--- config.mk ---
export PLATFORM = sky130hd
export DESIGN_NAME = inst_fetch_queue
export DESIGN_NICKNAME = d
export VERILOG_FILES = /design/src/rtl/inst_fetch_queue.sv
export SDC_FILE = /design/constraint.sdc
export NUM_CORES = 1
export LEC_CHECK = 0
export ABC_AREA = 1
export BUFFER_PORTS_ARGS = -buffer_cell sky130_fd_sc_hd__buf_2
export CORE_MARGIN = 3
export CORE_UTILIZATION = 50
export DETAILED_ROUTE_END_ITERATION = 16
export PLACE_DENSITY = 0.75
export SETUP_SLACK_MARGIN = 0.05
export SLEW_MARGIN = 40
export SYNTH_ARGS = -nofsm -noshare
export SYNTH_HDL_FRONTEND = slang
export SYNTH_SLANG_ARGS = --single-unit
--- constraint.sdc ---
create_clock -name clk -period 26.4 [get_ports clk]
set_clock_uncertainty 0.15 [all_clocks]
set_input_delay 0 -clock clk [delete_from_list [all_inputs] [get_ports clk]]
set_output_delay 0 -clock clk [all_outputs]
set_load 0.005 [all_outputs]
--- src/rtl/inst_fetch_queue.sv ---
`timescale 1ns/1ps
// inst_fetch_queue
//   Instruction queue between fetch and decode. Issues memory requests for
//   fetch PCs, tracks up to MAX_OUTSTANDING in-flight requests, and buffers
//   returned instructions (tagged with pc/exception) in a DEPTH-entry FIFO.
//   A flush empties the FIFO and marks every in-flight request as "to discard"
//   so that late responses from the cancelled path are silently dropped.
// Ports
//   clk, reset                      clock, async active-high reset
//   pc_valid_i/pc_i/pc_exc_i/
//   pc_exccode_i/pc_ready_o         fetch side PC handshake
//   inst_req_o/inst_addr_o/
//   inst_addr_ok_i/inst_data_ok_i/
//   inst_rdata_i                    instruction memory interface
//   flush_i                         cancel everything queued or in flight
//   valid_o/pc_o/inst_o/exc_o/
//   exccode_o/ready_i               decode side show-ahead head
//   count_o                         FIFO occupancy
module inst_fetch_queue #(
  parameter int DEPTH           = 4,
  parameter int MAX_OUTSTANDING = 2
) (
  input  logic                     clk,
  input  logic                     reset,
  input  logic                     pc_valid_i,
  input  logic [31:0]              pc_i,
  input  logic                     pc_exc_i,
  input  logic [4:0]               pc_exccode_i,
  output logic                     pc_ready_o,
  output logic                     inst_req_o,
  output logic [31:0]              inst_addr_o,
  input  logic                     inst_addr_ok_i,
  input  logic                     inst_data_ok_i,
  input  logic [31:0]              inst_rdata_i,
  input  logic                     flush_i,
  output logic                     valid_o,
  output logic [31:0]              pc_o,
  output logic [31:0]              inst_o,
  output logic                     exc_o,
  output logic [4:0]               exccode_o,
  input  logic                     ready_i,
  output logic [$clog2(DEPTH):0]   count_o
);

  localparam int AW = $clog2(DEPTH);
  localparam int CW = AW + 1;
  localparam int OW = $clog2(MAX_OUTSTANDING) + 1;
  localparam int PW = (MAX_OUTSTANDING > 1) ? $clog2(MAX_OUTSTANDING) : 1;
  localparam int SW = ((CW > OW) ? CW : OW) + 1;

  typedef struct packed {
    logic [31:0] pc;
    logic [31:0] inst;
    logic        exc;
    logic [4:0]  code;
  } entry_t;

  entry_t          fifo [DEPTH];
  logic [AW-1:0]   wptr, rptr;
  logic [CW-1:0]   cnt;

  logic [31:0]     pend [MAX_OUTSTANDING];
  logic [PW-1:0]   pwptr, prptr;

  logic [OW-1:0]   outs, disc, live, outs_nxt;

  logic            issue_ok, req_cand, accept, exc_enq, resp_keep;
  logic            push, pop;
  entry_t          push_data;

  // pending-PC pointers wrap at MAX_OUTSTANDING
  function automatic logic [PW-1:0] pinc(input logic [PW-1:0] p);
    pinc = (p == PW'(MAX_OUTSTANDING - 1)) ? '0 : p + 1'b1;
  endfunction

  // live = requests whose responses will actually be kept
  assign live     = outs - disc;
  // reserve a FIFO slot for every live request so responses never overflow
  assign issue_ok = (SW'(cnt) + SW'(live) < SW'(DEPTH)) &&
                    (outs < OW'(MAX_OUTSTANDING));
  assign req_cand = pc_valid_i && !pc_exc_i && issue_ok;

  assign inst_req_o  = req_cand && !flush_i && !reset;
  assign inst_addr_o = pc_i;
  // an acceptance during flush still creates a response that must be dropped
  assign accept      = inst_addr_ok_i && req_cand && !reset;
  // exception PCs wait until every older live request has landed (keeps order)
  assign exc_enq     = pc_valid_i && pc_exc_i && (live == '0) &&
                       (cnt < CW'(DEPTH)) && !flush_i && !reset;
  assign pc_ready_o  = (accept && !flush_i) || exc_enq;

  assign resp_keep = inst_data_ok_i && (disc == '0);
  assign push      = !flush_i && (resp_keep || exc_enq);
  assign pop       = valid_o && ready_i;
  assign push_data = exc_enq ? entry_t'{pc_i, 32'd0, 1'b1, pc_exccode_i}
                             : entry_t'{pend[prptr], inst_rdata_i, 1'b0, 5'd0};

  assign outs_nxt = outs + OW'(accept) - OW'(inst_data_ok_i);

  assign valid_o   = (cnt != '0) && !flush_i;
  assign pc_o      = fifo[rptr].pc;
  assign inst_o    = fifo[rptr].inst;
  assign exc_o     = fifo[rptr].exc;
  assign exccode_o = fifo[rptr].code;
  assign count_o   = cnt;

  always_ff @(posedge clk or posedge reset) begin
    if (reset) begin
      for (int i = 0; i < DEPTH; i++) fifo[i] <= '0;
      for (int i = 0; i < MAX_OUTSTANDING; i++) pend[i] <= '0;
      wptr  <= '0;
      rptr  <= '0;
      cnt   <= '0;
      pwptr <= '0;
      prptr <= '0;
      outs  <= '0;
      disc  <= '0;
    end else begin
      outs <= outs_nxt;
      if (flush_i) begin
        // everything still in flight after this edge belongs to the old path
        disc  <= outs_nxt;
        wptr  <= '0;
        rptr  <= '0;
        cnt   <= '0;
        pwptr <= '0;
        prptr <= '0;
      end else begin
        if (inst_data_ok_i && disc != '0) disc <= disc - 1'b1;
        if (push) begin
          fifo[wptr] <= push_data;
          wptr       <= wptr + 1'b1;
        end
        if (pop) rptr <= rptr + 1'b1;
        cnt <= cnt + CW'(push) - CW'(pop);
        if (accept) begin
          pend[pwptr] <= pc_i;
          pwptr       <= pinc(pwptr);
        end
        if (resp_keep) prptr <= pinc(prptr);
      end
    end
  end

  a_no_overflow: assert property (@(posedge clk) disable iff (reset)
    !(push && !pop && cnt == CW'(DEPTH)));
  a_no_underflow: assert property (@(posedge clk) disable iff (reset)
    !(pop && cnt == '0));
  a_disc_le_outs: assert property (@(posedge clk) disable iff (reset)
    disc <= outs);
  a_pend_nonempty: assert property (@(posedge clk) disable iff (reset)
    !(resp_keep && !flush_i && live == '0));

endmodule

Word level (Yosys, flattened, before mapping)
Cells that the tools add are included.

Flip-flop bits (word level): 357. Input port bits: 77. Output and inout port bits: 108. Logic and storage cells: 112.

$add $sub $neg: 11. Order comparisons: 9. Mux-type cells: 26. Bitwise gates (word level): 5. Reductions and logical operators: 36.

Operators by type and width (count): 280-bit bitwise mux (1); 70-bit two-way mux (4); 70-bit binary-select mux with 2-bit select (1); 70-bit demux with 2-bit select (1); 32-bit two-way mux (4); 64-bit bitwise mux (1); 32-bit demux with 1-bit select (1); 1-bit logical AND (20); 2-bit two-way mux (6); 2-bit nonzero test (6); 3-bit greater-or-equal comparator, second input constant (2); 1-bit two-way mux (6); 2-bit inverter with 3-bit output (2); 2-bit by 1-bit adder with 2-bit output, second input constant (2); 3-bit by 2-bit adder with 4-bit output (1); 2-bit greater-or-equal comparator, second input constant (2); 2-bit logical NOT (2); 4-bit by 3-bit less-than comparator with 1-bit output, second input constant (1); 1-bit inverter with 2-bit output (2); 2-bit AND reduction (2); 3-bit by 1-bit adder with 3-bit output (1); 1-bit logical NOT (3); 3-bit by 1-bit less-than comparator with 1-bit output, second input constant (1); 3-bit less-than comparator, second input constant (1); 12 further kinds (14).

Logic depth before layout (Yosys ltp)
Depth after elaboration: 11. Depth in mapped cells: 21. Gate-level depth less buffers: 20.

Worst setup path before layout
No wires, ideal clock.

Path type: input port to flip-flop. From: in reset. To: reg cnt[2], in the netlist count_o[2]. Setup time: 124 ps. Arrival time: 10284 ps. Required time: 26126 ps. Setup slack: 15842 ps. Stages on the path: 14. Buffers on the path: 1. Cell sequence: inv_1 > nand2_1 > nor2_4 > nand2_4 > a21oi_4 > clkbuf_1 > inv_1 > ha_1 > inv_1 > ha_1 > inv_1 > fa_1 > o21ai_0 > a21oi_1.

Longest elaborated chain between the ends: 7.

RTL lines: from (decl) (line 24) `input logic reset,`; 1-bit logical NOT (no line); 1-bit logical AND (line 89) `(cnt < CW'(DEPTH)) && !flush_i && !reset;`; 1-bit logical OR (line 93) `assign push = !flush_i && (resp_keep || exc_enq);`; 1-bit logical AND (line 93); 3-bit by 1-bit adder with 3-bit output (line 135) `cnt <= cnt + CW'(push) - CW'(pop);`; 3-bit by 1-bit subtractor with 3-bit output (line 135); 3-bit two-way mux (line 120) `if (flush_i) begin`; to (signal assigned) (line 135); to (decl) (line 60) `logic [CW-1:0] cnt;`.

No other way between the ends. A chain may end at the register's enable or synchronous reset.

Final worst setup path
From: reg disc[0]. To: reg cnt[1], in the netlist count_o[1].

Longest elaborated chain between the ends: 11. Elaborated cells between the ends (all ways): 13. Classes of those cells: add/sub: 3; mux: 1; reduce/logical: 9.

RTL lines: from (decl) (line 65) `logic [OW-1:0] outs, disc, live, outs_nxt;`; from (signal assigned) (line 122) `disc <= outs_nxt;`; from (signal assigned) (line 129) `if (inst_data_ok_i && disc != '0) disc <= disc - 1'b1;`; 2-bit subtractor (line 77) `assign live = outs - disc;`; 2-bit logical NOT (line 88) `assign exc_enq = pc_valid_i && pc_exc_i && (live == '0) &&`; 1-bit logical AND (2 in a row) (line 88); 1-bit logical AND (2 in a row) (line 89); 1-bit logical OR * (line 93); 1-bit logical AND * (line 93); 3-bit by 1-bit adder with 3-bit output * (line 135); 3-bit by 1-bit subtractor with 3-bit output * (line 135); 3-bit two-way mux * (line 120).

Mark *: on every way between the ends. The rest lies on a longest branch, timed or not.

==> summary.txt <==
STA
  • Final min period: 4.65 ns
  • Fin. max-slew vios: 0
  • Max Clock Freq: 0.215 GHz
  • Final hold viol count: 0
  • Final setup vio count: 0
  • Relative slew slack: 46.0%
  • Final Cycle Share: 17.6%
  • Setup TNS: 0 ns
  • Tightest Pin Transition: 0.810 ns
  • RSZ-0062 raised after global routing: false

Routing
  • Vias per Instance: 5.65
  • DRT iter0 DRCs: 1494
  • Routed Wire Length: 52000 um
  • DRC violations left: 0
  • Post-DRT Antenna Nets: 0
  • Via count: 16400
  • 1st-pass router iterations: 5
  • Routed length per placed instance: 17.9 um

Worst setup path
  • CP Launch Type: flip-flop
  • Max FO, Critical Path: 144
  • CP endpoint kind: flip-flop
  • Critical Path RT: 26.67 ns
  • Crit path kind: flip-flop to flip-flop
  • Worst path arrival time: 4.91 ns

Floorplan
  • Die Ht: 193 um
  • Initial Util: 51.4%
  • Die X: 193 um
  • Core area: 34000 um^2
  • Row count: 67
  • Die area: 37300 um^2
  • IO Count: 185

Global routing
  • Vias in the first global route: 16100
  • Total gr overflow: 0
  • GR Util All Layers: 27.6%
  • Initial antenna violation count: 0
  • Largest net degree at the start of global routing: 145
  • First-pass GRT wire length: 83800 um

Cells and area
  • Most frequent cells in the layout: nand2_1 (841), dfrtp_1 (355), nand3_1 (296)
  • Ratio of cells with drive above 1 in the final layout: 12.0%
  • Ant. Diodes: 0
  • Fin util: 60.8%
  • Layout Area Growth over Synthesis: 18.2%
  • Fillcell total: 2949
  • NumNets Final: 2521
  • Most common cell after layout, fill and taps aside: nand2_1
  • Final non-filler cell area: 20700 um^2

Yosys
  • Post-synthesis sequential area ratio: 51.1%
  • Net Count, Synth: 2398
  • Largest area contributor in the netlist: dfrtp_1
  • Synthesized flop and latch total: 357
  • Mean Syn Cell Area: 7.58 um^2
  • Synth top area share: 51.1%
  • Yosys warnings: 0
  • Synth cell types: 24
  • Area contributors post-synth: dfrtp_1 (51%), nand2_1 (18%), nand3_1 (8.6%), o21ai_0 (5.1%), nor2_1 (3.9%)
  • Mapped Area: 17500 um^2
  • Mapped Cells: 2309

Pwr
  • Pleak: 0.0114 uW
  • Power Density: 92.1 nW/um^2
  • Worst vdd ir: 0.0525 mV
  • Total power: 1910 uW

Place
  • PortBufs: 184
  • Post-DP HPWL: 28500 um
  • Final Wtd Congestion: 0.811
  • Area after DPL: 18600 um^2

Status
  • Status: complete, no violations

Clock tree
  • Sink Count: 357
  • TritonCTS buffer count: 38
  • Clk slew on worst S/H paths: 0.06 ns
  • Maximum clock insertion buffer count: 3
  • CTS tree: yes
  • Worst skew pair latency: 0.53 ns
  • CTS H-tree lvls: 2
  • Postcts setup bufs: 0
  • Clock Tree Root: clkbuf_16

Run
  • Max Cap Viol: 0

Hold path
  • Hold/Removal Path Class: primary input to async pin
critical path, stage by stage (launching register included):
cell and delay (ns):
dfrtp_1 0.40, ha_1 0.21, inv_1 0.06, nand2_1 0.07
nand2_1 0.09, nand2_1 0.06, nand2_2 0.53, nand2_4 0.46
a21oi_4 0.27, buf_12 0.50, inv_1 0.10, ha_1 0.31
inv_1 0.06, ha_1 0.13, inv_1 0.05, fa_1 0.48
nor2_1 0.04, dlygate4sd3_1 0.56
stage by stage:
step                      cells  worst slack (ns)  hold slack, ns
after floorplan            2309             15.84         -0.0692
after global placement     2744             21.55          0.0700
after detailed placement   2759             22.02          0.0522
after CTS                  2907             21.56          0.0479
after global routing       2908             21.43          0.0994
final                      2908             21.75          0.0312
per-layer routing:
layer / vias to the layer above / track usage [%] / wire length (um) / part of all wire [%]
met5: - / 0 / 0 / 0
met4: 0 / 7.26 / 969 / 1.9
li1: 7691 / - / - / -
met1: 7801 / 38.9 / 21800 / 42
met3: 75 / 4.23 / 4980 / 9.6
met2: 850 / 45.0 / 24200 / 47
sequential cells by signal, indices dropped and copies added (netlist names):
name and count:
wptr 2, disc 2, count_o 3, fifo 280, outs 2, pwptr 1
pend 64, prptr 1, rptr 2
final cells by class:
cell class	count	area [um^2]	share of cell area [%]
clock inverters	11	80.1	0.387
flip-flops and latches	357	8940	43.2
well taps	448	561	2.71
repair buffers	292	2190	10.6
multi-input cells	1653	7400	35.8
clock buffers	57	1160	5.59
inverters	90	355	1.72
Yosys cell counts:
library cell and instances:
nand2_1 841, dfrtp_1 357, nand3_1 301, nor2_1 184, o21ai_0 180, clkbuf_1 141
inv_1 86, o22ai_1 70, nand4_1 53, buf_4 34, buf_2 26, ha_1 11
buf_1 8, a21oi_1 4, clkinv_1 2, inv_2 2, xor2_1 2, a21oi_4 1
fa_1 1, nand2_2 1, nand2_4 1, nor2_4 1, nor3_2 1, xnor2_1 1
repair_timing:
action	CTS	global route
endpoints found under the hold margin	485	0
resized for setup	0	0
hold buffers	80	0
power by group:
group | switching (uW) | total [uW] | internal [uW]
combinational | 429 | 655 | 226
clock | 217 | 530 | 312
sequential | 67.6 | 722 | 654
logic make-up after synthesis:
| logic type | share of synthesized area (%) |
|---|---|
| AOI/OAI and AO/OA | 7.86 |
| xor gates and xnor gates | 0.150 |
| adders and majority gates | 0.901 |
| buffers and inverters | 7.33 |
| DFF | 51.1 |
| and+or+nand+nor | 32.7 |
final timing paths:
check	start	endpoint	slack, ns	cells past startpoint
worst min register to register	fifo[142]	fifo[142]	0.32	2
max in group asynchronous	reset	fifo[188]	24.79	4
worst max register to register	disc[0]	count_o[1]	21.75	17
worst max-delay path	disc[0]	count_o[1]	21.75	17
min in group clk	pc_valid_i	fifo[253]	0.05	7
worst min-delay path	reset	pend[12]	0.03	3
No activity file was read; power rests on OpenSTA's default activity.
